### src/rtl/mem_arbiter.sv
// Round-robin arbiter placing NUM_REQ requesters in front of one single-port synchronous memory.
// Optional WAIT timeout with error response is enabled by defining MEM_ARB_TIMEOUT_EN.
module mem_arbiter #(
   parameter int NUM_REQ    = 4,
   parameter int DEPTH      = 16,
   parameter int WIDTH      = 8,
   parameter int ADDR_WIDTH = $clog2(DEPTH),
   parameter int IDX_WIDTH  = $clog2(NUM_REQ),
   parameter int TIMEOUT    = 15
) (
   input  logic                          clk,
   input  logic                          rst,
   input  logic [NUM_REQ-1:0]            req_valid,
   input  logic [NUM_REQ-1:0]            req_wr_rd,
   input  logic [NUM_REQ*ADDR_WIDTH-1:0] req_addr,
   input  logic [NUM_REQ*WIDTH-1:0]      req_wdata,
   output logic [NUM_REQ-1:0]            req_ready,
   output logic [NUM_REQ-1:0]            resp_valid,
   output logic [WIDTH-1:0]              resp_rdata,
   output logic                          resp_err,
   output logic                          busy,
   output logic                          mem_valid,
   output logic                          mem_wr_rd,
   output logic [ADDR_WIDTH-1:0]         mem_addr,
   output logic [WIDTH-1:0]              mem_wdata,
   input  logic [WIDTH-1:0]              mem_rdata,
   input  logic                          mem_ready
);

   typedef enum logic [1:0] {
      IDLE  = 2'd0,
      ISSUE = 2'd1,
      WAIT  = 2'd2
   } state_t;

   localparam logic [NUM_REQ-1:0] ONE_HOT0 = NUM_REQ'(1);

   state_t                state, state_nxt;
   logic [IDX_WIDTH-1:0]  ptr, ptr_nxt;
   logic [IDX_WIDTH-1:0]  winner, winner_nxt;
   logic [IDX_WIDTH-1:0]  pick;
   logic                  found;
   logic [NUM_REQ-1:0]    req_ready_nxt, resp_valid_nxt;
   logic [WIDTH-1:0]      resp_rdata_nxt, mem_wdata_nxt;
   logic                  busy_nxt, mem_valid_nxt, mem_wr_rd_nxt;
   logic [ADDR_WIDTH-1:0] mem_addr_nxt;
   logic [ADDR_WIDTH-1:0] addr_arr  [NUM_REQ];
   logic [WIDTH-1:0]      wdata_arr [NUM_REQ];

`ifdef MEM_ARB_TIMEOUT_EN
   localparam int CNT_WIDTH = $clog2(TIMEOUT + 1);
   logic [CNT_WIDTH-1:0] cnt, cnt_nxt;
   logic                 resp_err_nxt;
`endif

   if (NUM_REQ < 2 || TIMEOUT < 1) begin : g_param_check
      $error("mem_arbiter: NUM_REQ must be >= 2 and TIMEOUT >= 1");
   end

   for (genvar i = 0; i < NUM_REQ; i++) begin : g_unpack
      assign addr_arr[i]  = req_addr[i*ADDR_WIDTH +: ADDR_WIDTH];
      assign wdata_arr[i] = req_wdata[i*WIDTH +: WIDTH];
   end

   // Rotating search: the last winner has lowest priority on the next round.
   always_comb begin
      found = 1'b0;
      pick  = ptr;
      for (int k = 1; k <= NUM_REQ; k++) begin
         if (!found && req_valid[IDX_WIDTH'((int'(ptr) + k) % NUM_REQ)]) begin
            found = 1'b1;
            pick  = IDX_WIDTH'((int'(ptr) + k) % NUM_REQ);
         end
      end
   end

   always_comb begin
      state_nxt      = state;
      ptr_nxt        = ptr;
      winner_nxt     = winner;
      req_ready_nxt  = '0;
      resp_valid_nxt = '0;
      resp_rdata_nxt = resp_rdata;
      busy_nxt       = busy;
      mem_valid_nxt  = 1'b0;
      mem_wr_rd_nxt  = mem_wr_rd;
      mem_addr_nxt   = mem_addr;
      mem_wdata_nxt  = mem_wdata;
`ifdef MEM_ARB_TIMEOUT_EN
      cnt_nxt        = cnt;
      resp_err_nxt   = 1'b0;
`endif
      case (state)
         IDLE: begin
            if (found) begin
               state_nxt     = ISSUE;
               winner_nxt    = pick;
               ptr_nxt       = pick;
               req_ready_nxt = ONE_HOT0 << pick;
               busy_nxt      = 1'b1;
               mem_valid_nxt = 1'b1;
               mem_wr_rd_nxt = req_wr_rd[pick];
               mem_addr_nxt  = addr_arr[pick];
               mem_wdata_nxt = wdata_arr[pick];
            end
         end
         ISSUE: begin
            state_nxt = WAIT;
`ifdef MEM_ARB_TIMEOUT_EN
            cnt_nxt   = '0;
`endif
         end
         WAIT: begin
            if (mem_ready) begin
               state_nxt      = IDLE;
               busy_nxt       = 1'b0;
               resp_valid_nxt = ONE_HOT0 << winner;
               if (!mem_wr_rd) begin
                  resp_rdata_nxt = mem_rdata;
               end
            end
`ifdef MEM_ARB_TIMEOUT_EN
            // A ready on the final allowed cycle still completes normally.
            else if (cnt == CNT_WIDTH'(TIMEOUT - 1)) begin
               state_nxt      = IDLE;
               busy_nxt       = 1'b0;
               resp_valid_nxt = ONE_HOT0 << winner;
               resp_err_nxt   = 1'b1;
            end else begin
               cnt_nxt = cnt + 1'b1;
            end
`endif
         end
         default: begin
            state_nxt = IDLE;
            busy_nxt  = 1'b0;
         end
      endcase
   end

   always_ff @(posedge clk or posedge rst) begin
      if (rst) begin
         state      <= IDLE;
         ptr        <= IDX_WIDTH'(NUM_REQ - 1);
         winner     <= '0;
         req_ready  <= '0;
         resp_valid <= '0;
         resp_rdata <= '0;
         busy       <= 1'b0;
         mem_valid  <= 1'b0;
         mem_wr_rd  <= 1'b0;
         mem_addr   <= '0;
         mem_wdata  <= '0;
`ifdef MEM_ARB_TIMEOUT_EN
         cnt        <= '0;
         resp_err   <= 1'b0;
`endif
      end else begin
         state      <= state_nxt;
         ptr        <= ptr_nxt;
         winner     <= winner_nxt;
         req_ready  <= req_ready_nxt;
         resp_valid <= resp_valid_nxt;
         resp_rdata <= resp_rdata_nxt;
         busy       <= busy_nxt;
         mem_valid  <= mem_valid_nxt;
         mem_wr_rd  <= mem_wr_rd_nxt;
         mem_addr   <= mem_addr_nxt;
         mem_wdata  <= mem_wdata_nxt;
`ifdef MEM_ARB_TIMEOUT_EN
         cnt        <= cnt_nxt;
         resp_err   <= resp_err_nxt;
`endif
      end
   end

`ifndef MEM_ARB_TIMEOUT_EN
   assign resp_err = 1'b0;
`endif

endmodule

### config.mk
export PLATFORM = sky130hd
export DESIGN_NAME = mem_arbiter
export DESIGN_NICKNAME = d
export VERILOG_FILES = /design/src/rtl/mem_arbiter.sv
export SDC_FILE = /design/constraint.sdc
export NUM_CORES = 1
export LEC_CHECK = 0
export CAP_MARGIN = 0
export CORE_MARGIN = 3
export CORE_UTILIZATION = 41
export CTS_CLUSTER_DIAMETER = 60
export DETAILED_ROUTE_END_ITERATION = 8
export PLACE_DENSITY = 0.84
export SYNTH_ARGS = -nofsm -noshare
export SYNTH_HDL_FRONTEND = slang
export SYNTH_SLANG_ARGS = --single-unit
### constraint.sdc
create_clock -name clk -period 3.7 [get_ports clk]
set_input_delay 0.37 -clock clk [delete_from_list [all_inputs] [get_ports clk]]
set_output_delay 0.37 -clock clk [all_outputs]
set_load 0.01 [all_outputs]
==> flow_summary_export.csv, run 1 <==
group,metric,value,unit
status,status,"finished clean",
setup_path,crit_family,"multiplexers",
hold_path,hold_class,"reg -> reg",
routing,drt_drc_violations_left,0,
setup_path,critPathArrivalTime,2.51,ns
setup_path,cp.required,3.87,ns
layout,drive_above_1_share,21.5,%
floorplan,die_width,72.2,um
clocking,cts.sinks,37,
setup_path,slowest_delay,0.55,ns
floorplan,core_area,0.00412,sq mm
logic_synthesis,seq_area_frac_synth,51.7,%
floorplan,die-height,72.2,um
layout,layout_common_cells,"clkdlybuf4s50_1, dfrtp_1, mux4_2",
setup_path,startpoint_type,"input pin",
global_route,track_usage,18.6,%
clocking,cts_tree,"done",
sta,hold_violations,0,
floorplan,rows,23,
logic_synthesis,syn_area_per_cell,14.1,sq um
logic_synthesis,synthesis.area,0.00180,sq mm
sta,timing.fmax,427,MHz
sta,setup_ws,1.36,ns
floorplan,ios,99,
sta,post-route-period-util,63.3,%
logic_synthesis,syn_inst,127,
global_route,gr-total-overflow,0,
layout,final_common_cell,"clkdlybuf4s50_1",
setup_path,path_max_fanout,20,
clocking,cts_hold_buf,0,
power_and_ir_drop,power,2.23,mW
global_route,grt_pass1_vias,1421,
sta,worstMarginPinSlew,0.864,ns
global_route,grt_pass1_wl,7.18,mm
setup_path,crit_slowest_cell,"mux4_2",
routing,antenna_left,0,
routing,vias,1382,
clocking,clk_pin_slew_worst_paths,0.07,ns
routing,drt-initial-drc-count,61,
power_and_ir_drop,p_leak,1.22,nW
clocking,cts_buffers,5,
sta,setup_tns,0,ns
clocking,clock_path_buffers,2,
sta,finalSetupViolCount,0,
placed_design,port_buffers,97,
layout,nets,294,
logic_synthesis,yosys-top-cells-area,"dfrtp_1, mux4_2, mux2_4",
logic_synthesis,yosys_warnings,0,
routing,drt_pass1_iterations,4,
layout,num_antenna_cells,0,
clocking,h-tree-depth,2,
sta,skew,0.00310,ns
global_route,antenna_found_initial,0,
placed_design,post-dp-hpwl,3.71,mm
routing,wl,4.72,mm
sta,rsz0062_at_grt,"no",
sta,finalCriticalPeriod,2.34,ns
layout,syn_to_final_growth,62.3,%
setup_path,crit_buf_inv,2,
clocking,cts-root-buf,"clkbuf_8",
setup_path,crit_chain,"clkdlybuf4s50_1 > nor2b_2 > nor3_1 > a2bb2oi_2 > buf_4 > mux4_2 > mux2_4",
routing,wl_per_cell,17.0,um
sta,slew_headroom,42.4,%
power_and_ir_drop,power_density,766,mW/mm^2
layout,multiInputGateArea,798,sq um
clocking,cts_setup_buffers,0,
global_route,grt_max_degree,38,
placed_design,routabilityCongestion,0.740,
setup_path,critical_path_class,"in -> reg",
power_and_ir_drop,peakVddDrop,0.369,mV
logic_synthesis,syn_nets,194,
routing,via_per_inst,4.97,
placed_design,dp_slack,1.04,ns
layout,regArea,928,sq um
logic_synthesis,yosysTopAreaCellShare,48.8,%
logic_synthesis,yosys.area.top_type,"dfrtp_1",
logic_synthesis,synth_seq_cells,37,
logic_synthesis,synth.distinct_cells,31,
floorplan,dieArea,0.00521,sq mm
floorplan,start_util,43.6,%
layout,fill_cells,314,
clocking,ctsResizeCount,0,
job,maxCapViolations,0,
sta,drv_slew,0,
setup_path,cp-end-kind,"flip-flop",
clocking,insertion_delay,0.29,ns
[synthesized netlist by cell type (all sizes together)]
cell type  instances
a211oi             1
o31ai              1
a21oi              4
buf                5
dfrtp             35
nand3b             1
mux2              21
nand2b             1
nand2              4
and3               2
nor3b              1
o21ai              3
dfstp              2
conb               1
nor2              10
nand3              1
or3                1
clkbuf             1
mux4              12
a21boi             1
nor2b              4
a2bb2oi            1
nor3               7
inv                6
and3b              1
[worst paths after layout]
| check | to | depth (start not counted) | startpoint | slack [ns] |
|---|---|---|---|---|
| max | mem_addr[3]$_DFFE_PP0P_ | 7 | req_valid[1] | 1.36 |
| min | resp_valid[1]$_DFF_PP0_ | 1 | winner[1]$_DFFE_PP0P_ | 0.46 |
| max reg2reg | mem_addr[3]$_DFFE_PP0P_ | 6 | ptr[0]$_DFFE_PP1P_ | 1.43 |
| min reg2reg | resp_valid[1]$_DFF_PP0_ | 1 | winner[1]$_DFFE_PP0P_ | 0.46 |
| max in group asynchronous | ptr[0]$_DFFE_PP1P_ | 3 | rst | 2.86 |
| min in group asynchronous | mem_wdata[3]$_DFFE_PP0P_ | 3 | rst | 0.49 |
[per-layer routing]
| metal | vias to the layer above | GRT usage [%] | wire, um |
|---|---|---|---|
| met2 | 60 | 30.8 | 2440 |
| met4 | 0 | 9.60 | 153 |
| met5 | - | 0 | 0 |
| li1 | 660 | - | - |
| met3 | 13 | 3.46 | 312 |
| met1 | 649 | 23.0 | 1810 |
[per-stage QoR]
step | hold slack [ns] | instances | instance area [sq um] | utilization, %
finish | 0.463 | 278 | 2910 | 70.8
global route | 0.501 | 278 | 2910 | 70.8
CTS | 0.469 | 278 | 2910 | 70.8
detailed placement | 0.456 | 270 | 2800 | 68.0
global placement | 0.444 | 270 | 2800 | 68.0
floorplan | 0.433 | 127 | 1800 | -
[cells by family after synthesis]
logic type	after synthesis	share of synthesized area [%]
buf+inv	12	3.83
flops	37	51.7
mux	33	30.3
simple gates	33	9.69
other cells	1	0.209
compound gates	11	4.25
[power breakdown]
part	switching, mW	internal (mW)	leakage [nW]	total [mW]
Sequential	0.112	0.599	0.450	0.712
Combinational	0.452	0.714	0.712	1.17
Clock	0.135	0.220	0.0585	0.355
[registers in the layout, indices dropped and copies added (netlist names)]
signal      count
req_ready       4
mem_wr_rd       1
resp_valid      4
mem_addr        4
winner          2
resp_rdata      8
mem_wdata       8
ptr             2
mem_valid       1
busy            1
state           2
[layout make-up]
cell class	instances	share of cell area, %
clock buffer	7	2.96
timing repair buffer	99	33.8
inverter	6	0.773
multi-input combinational	78	27.4
clock inverter	1	1.03
sequential	37	31.9
tap	50	2.15
No activity file was read; power rests on OpenSTA's default activity.
==> run 2: changes to the inputs <==
CORE_UTILIZATION = 35   (was 41)
PLACE_DENSITY = 0.77   (was 0.84)
clock period = 2 ns   (was 3.7 ns; I/O delays follow)
==> flow_summary_export.csv, run 2 (synthesis results as in run 1) <==
group,metric,value,unit
global_route,grt_pass1_vias,1532,
clocking,cts_tree,"done",
floorplan,ios,99,
power_and_ir_drop,p_leak,1.32,nW
setup_path,path_max_fanout,7,
setup_path,critical_path_class,"reg -> reg",
global_route,grt_max_degree,38,
clocking,cts.sinks,37,
routing,drt-initial-drc-count,66,
global_route,grt_pass1_wl,7.66,mm
job,maxCapViolations,0,
clocking,h-tree-depth,2,
sta,rsz0062_at_grt,"yes",
setup_path,rr_startpoint,"ptr[0]$_DFFE_PP1P_",
routing,vias,1451,
clocking,insertion_delay,0.28,ns
setup_path,r2r_end,"mem_addr[1]$_DFFE_PP0P_",
setup_path,crit_chain,"nor2b_2 > nor3_2 > a2bb2oi_2 > buf_6 > mux4_2 > mux2_4",
power_and_ir_drop,power_density,1400,mW/mm^2
floorplan,start_util,37.0,%
routing,via_per_inst,4.64,
clocking,cts_buffers,5,
floorplan,dieArea,0.00603,sq mm
power_and_ir_drop,peakVddDrop,0.617,mV
placed_design,post_dp_cell_area,0.00296,sq mm
setup_path,reg2reg_slack,-0.12,ns
sta,drv_slew,0,
floorplan,die-height,77.6,um
setup_path,critPathArrivalTime,2.30,ns
setup_path,startpoint_type,"flip-flop",
layout,multiInputGateArea,816,sq um
sta,holdWs,0.317,ns
setup_path,crit_slowest_cell,"dfstp_2",
placed_design,port_buffers,97,
hold_path,hold_class,"in -> async",
layout,fill_cells,380,
clocking,clock_path_buffers,2,
layout,final_util,63.5,%
setup_path,cp-end-kind,"flip-flop",
global_route,track_usage,16.7,%
floorplan,rows,25,
routing,wl_per_cell,15.1,um
layout,final_common_cell,"clkdlybuf4s50_1",
placed_design,routabilityCongestion,0.771,
layout,drive_above_1_share,28.5,%
layout,layout_common_cells,"clkdlybuf4s50_1, dfrtp_1, buf_4",
routing,wl,4.72,mm
global_route,gr-total-overflow,0,
setup_path,slowest_delay,0.57,ns
clocking,clk_pin_slew_worst_paths,0.07,ns
layout,design_area,0.00308,sq mm
layout,regArea,928,sq um
setup_path,crit_buf_inv,1,
placed_design,dp_slack,-0.380,ns
setup_path,crit_family,"multiplexers",
sta,finalCriticalPeriod,2.12,ns
placed_design,post-dp-hpwl,3.75,mm
sta,setup_tns,-1.11,ns
status,status,"finished with violations",
sta,timing.fmax,471,MHz
layout,largestRegisters,"mem_wdata x8, resp_rdata x8",
global_route,antenna_found_initial,0,
clocking,cts-root-buf,"clkbuf_8",
layout,syn_to_final_growth,71.6,%
floorplan,die_width,77.6,um
layout,nets,312,
status,failed_checks,"setup timing",
routing,drt_pass1_iterations,4,
floorplan,core_area,0.00485,sq mm
routing,drt_drc_violations_left,0,
sta,skew,0.00117,ns
sta,post-route-period-util,106,%
setup_path,cp.required,2.17,ns
layout,num_antenna_cells,0,
setup_path,reg2reg_depth,6,
routing,antenna_left,0,
sta,hold_violations,0,
sta,setup_ws,-0.122,ns
sta,finalSetupViolCount,12,
## run 2: cell types whose count changed in the layout (fill, tap and decap cells not counted), sizes merged
cell / change
bufinv: -1
clkinv: +1
buf: +18
## run 2: worst max-delay path by stage
stage / cells past startpoint / from / slack [ns] / to
2_1_floorplan: 6 / ptr[0]$_DFFE_PP1P_ / -0.03 / mem_wr_rd$_DFFE_PP0P_
3_3_place_gp: 7 / req_valid[3] / -0.30 / mem_addr[1]$_DFFE_PP0P_
3_5_place_dp: 7 / req_valid[3] / -0.38 / mem_addr[1]$_DFFE_PP0P_
4_1_cts: 6 / ptr[0]$_DFFE_PP1P_ / -0.11 / mem_addr[1]$_DFFE_PP0P_
5_1_grt: 6 / ptr[0]$_DFFE_PP1P_ / -0.22 / mem_addr[1]$_DFFE_PP0P_
6_report: 6 / ptr[0]$_DFFE_PP1P_ / -0.12 / mem_addr[1]$_DFFE_PP0P_
## run 2: cell type report
class | instances | share of cell area, %
repair buffers | 117 | 36.6
flip-flops and latches | 37 | 30.1
multi-input cells | 78 | 26.5
clock buffers | 7 | 3.13
well taps | 67 | 2.72
inverters | 6 | 0.731
clock inverters | 1 | 0.162
## run 2: power by group
part           switching [mW]  total [mW]  internal, mW
Combinational           0.899        2.43          1.53
Clock                   0.255       0.566         0.311
Sequential              0.198        1.31          1.11
## run 2: metal layers
| layer | track usage (%) | vias up | wire length (um) |
|---|---|---|---|
| li1 | - | 692 | - |
| met1 | 20.2 | 687 | 1880 |
| met2 | 27.1 | 62 | 2400 |
| met3 | 4.64 | 10 | 324 |
| met4 | 8.36 | 0 | 122 |
| met5 | 0 | - | 0 |
## run 2: tightest hold or removal path, delay by kind of cell
family | cells | cell delay, ns
buffers and inverters | 3 | 0.84
## run 2: repair_timing
| item | in CTS | in global routing |
|---|---|---|
| pin swaps | 2 | 0 |
| endpoints found under the setup margin | 12 | 12 |
| cloned | 0 | 0 |
| hold buffers | 0 | 0 |
| setup buffers | 1 | 0 |
| gates resized for setup | 4 | 0 |
## run 2: per-stage QoR
step	instances	power, mW
6_report	313	4.30
5_1_grt	313	4.58
4_1_cts	313	4.35
3_5_place_dp	304	3.70
3_3_place_gp	304	3.64
2_1_floorplan	127	2.65
==> run 3: changes to the inputs <==
HOLD_SLACK_MARGIN = 0.1   (was default)
RECOVER_POWER = 100   (was default)
==> flow_summary_export.csv, run 3 (synthesis results as in run 1) <==
group,metric,value,unit
setup_path,crit_buf_inv,1,
sta,setup_tns,-1.14,ns
hold_path,hold_class,"reg -> reg",
clocking,cts_tree,"done",
setup_path,slowest_delay,0.57,ns
power_and_ir_drop,power.share.sequential,31.1,%
layout,fill_cells,385,
floorplan,start_util,37.0,%
sta,drv_slew,0,
sta,hold_violations,0,
sta,holdWs,0.459,ns
layout,num_antenna_cells,0,
placed_design,routabilityCongestion,0.771,
clocking,cts_buffers,5,
power_and_ir_drop,peakVddDrop,0.577,mV
routing,met2_length,2.39,mm
placed_design,post-dp-hpwl,3.75,mm
clocking,h-tree-depth,2,
global_route,grt_max_degree,38,
global_route,antenna_found_initial,0,
clocking,cts-root-buf,"clkbuf_8",
setup_path,critical_path_class,"reg -> reg",
routing,met1_length,1.89,mm
sta,worstMarginPinSlew,0.892,ns
setup_path,cp-end-kind,"flip-flop",
layout,syn_to_final_growth,70.7,%
power_and_ir_drop,p_leak,1.34,nW
power_and_ir_drop,switchingPower,1.34,mW
routing,vias,1449,
global_route,grt_pass1_vias,1532,
clocking,insertion_delay,0.29,ns
layout,drive_above_1_share,27.2,%
power_and_ir_drop,power_density,1360,mW/mm^2
setup_path,path_max_fanout,7,
floorplan,die-height,77.6,um
routing,antenna_left,0,
routing,dr_wl_met3,319,um
power_and_ir_drop,pwr-share-comb,55.3,%
job,maxCapViolations,0,
power_and_ir_drop,power.internal,2.82,mW
status,status,"finished with violations",
placed_design,port_buffers,97,
routing,wl,4.72,mm
setup_path,crit_slowest_cell,"dfstp_2",
routing,wl_per_cell,15.1,um
setup_path,crit_chain,"nor2b_2 > nor3_2 > a2bb2oi_2 > buf_6 > mux4_2 > mux2_4",
sta,setup_ws,-0.125,ns
placed_design,dp_slack,-0.380,ns
sta,skew,0.00133,ns
power_and_ir_drop,clockPowerShare,13.6,%
power_and_ir_drop,power,4.16,mW
sta,rsz0062_at_grt,"yes",
floorplan,rows,25,
clocking,clock_path_buffers,2,
sta,finalSetupViolCount,12,
status,failed_checks,"setup timing",
routing,drt_drc_violations_left,0,
clocking,cts_hold_buf,0,
global_route,gr-total-overflow,0,
setup_path,cp.required,2.17,ns
power_and_ir_drop,p_sw_share,32.2,%
layout,largestRegisters,"mem_wdata x8, resp_rdata x8",
global_route,track_usage,16.7,%
layout,nets,312,
setup_path,crit_family,"multiplexers",
layout,layout_common_cells,"clkdlybuf4s50_1, dfrtp_1, dlygate4sd3_1",
layout,final_common_cell,"clkdlybuf4s50_1",
clocking,clk_pin_slew_worst_paths,0.07,ns
placed_design,dp_cells,304,
routing,via_per_inst,4.63,
sta,slew_headroom,40.6,%
floorplan,die_width,77.6,um
routing,drt_pass1_iterations,4,
clocking,cts.sinks,37,
floorplan,core_area,0.00485,sq mm
global_route,grt_pass1_wl,7.66,mm
layout,regArea,928,sq um
setup_path,critPathArrivalTime,2.30,ns
sta,post-route-period-util,106,%
sta,finalCriticalPeriod,2.12,ns
floorplan,ios,99,
routing,drt-initial-drc-count,54,
setup_path,startpoint_type,"flip-flop",
layout,final_cell_count_no_fill,313,
routing,top_layer,"met4",
sta,timing.fmax,471,MHz
layout,multiInputGateArea,816,sq um
floorplan,dieArea,0.00603,sq mm
==> run 3: area by class of cell <==
cell class	instances	area share, %
Tap cell	67	2.74
Inverter	6	0.735
Multi-Input combinational cell	78	26.6
Clock inverter	1	0.163
Clock buffer	7	3.14
Sequential cell	37	30.3
Timing Repair Buffer	117	36.3
==> run 3: through the flow <==
stage,util (%),area [sq um]
after detailed placement,61.0,2960
after floorplan,-,1810
final,63.2,3060
after global routing,63.2,3060
after CTS,63.5,3080
after global placement,61.0,2960
==> run 3: power groups by stage <==
stage / clock (mW) / sequential, mW / combinational (mW)
after CTS: 0.587 / 1.31 / 2.46
after global placement: 0 / 1.31 / 2.33
after detailed placement: 0 / 1.32 / 2.39
after floorplan: 0 / 1.43 / 1.22
after global routing: 0.621 / 1.34 / 2.47
final: 0.567 / 1.29 / 2.30
==> run 3: routing by layer <==
layer	global-route usage (%)	vias to the layer above
met5	0	-
met4	8.36	0
met3	4.64	10
met2	27.1	58
met1	20.2	687
li1	-	694
==> run 3: timing repair <==
item	in CTS	in global routing
setup endpoints to repair	12	12
buffers inserted	1	0
gates resized for setup	4	0
pin swaps	2	0
endpoints found under the hold margin	0	0
==> run 3: worst register-to-register path, delay by kind of cell (launching register included) <==
| family | cells | cell delay, ns |
|---|---|---|
| flops | 1 | 0.57 |
| compound gates | 1 | 0.24 |
| simple gates | 2 | 0.23 |
| buf+inv | 1 | 0.18 |
| mux | 2 | 0.79 |
==> run 3: worst paths after layout <==
check / from / to / slack [ns] / depth (start not counted)
max: ptr[0]$_DFFE_PP1P_ / mem_addr[1]$_DFFE_PP0P_ / -0.12 / 6
min: winner[1]$_DFFE_PP0P_ / resp_valid[1]$_DFF_PP0_ / 0.46 / 1
max reg2reg: ptr[0]$_DFFE_PP1P_ / mem_addr[1]$_DFFE_PP0P_ / -0.12 / 6
min reg2reg: winner[1]$_DFFE_PP0P_ / resp_valid[1]$_DFF_PP0_ / 0.46 / 1
max in group asynchronous: rst / req_ready[0]$_DFF_PP0_ / 0.82 / 3
min in group asynchronous: rst / mem_wdata[5]$_DFFE_PP0P_ / 0.62 / 3
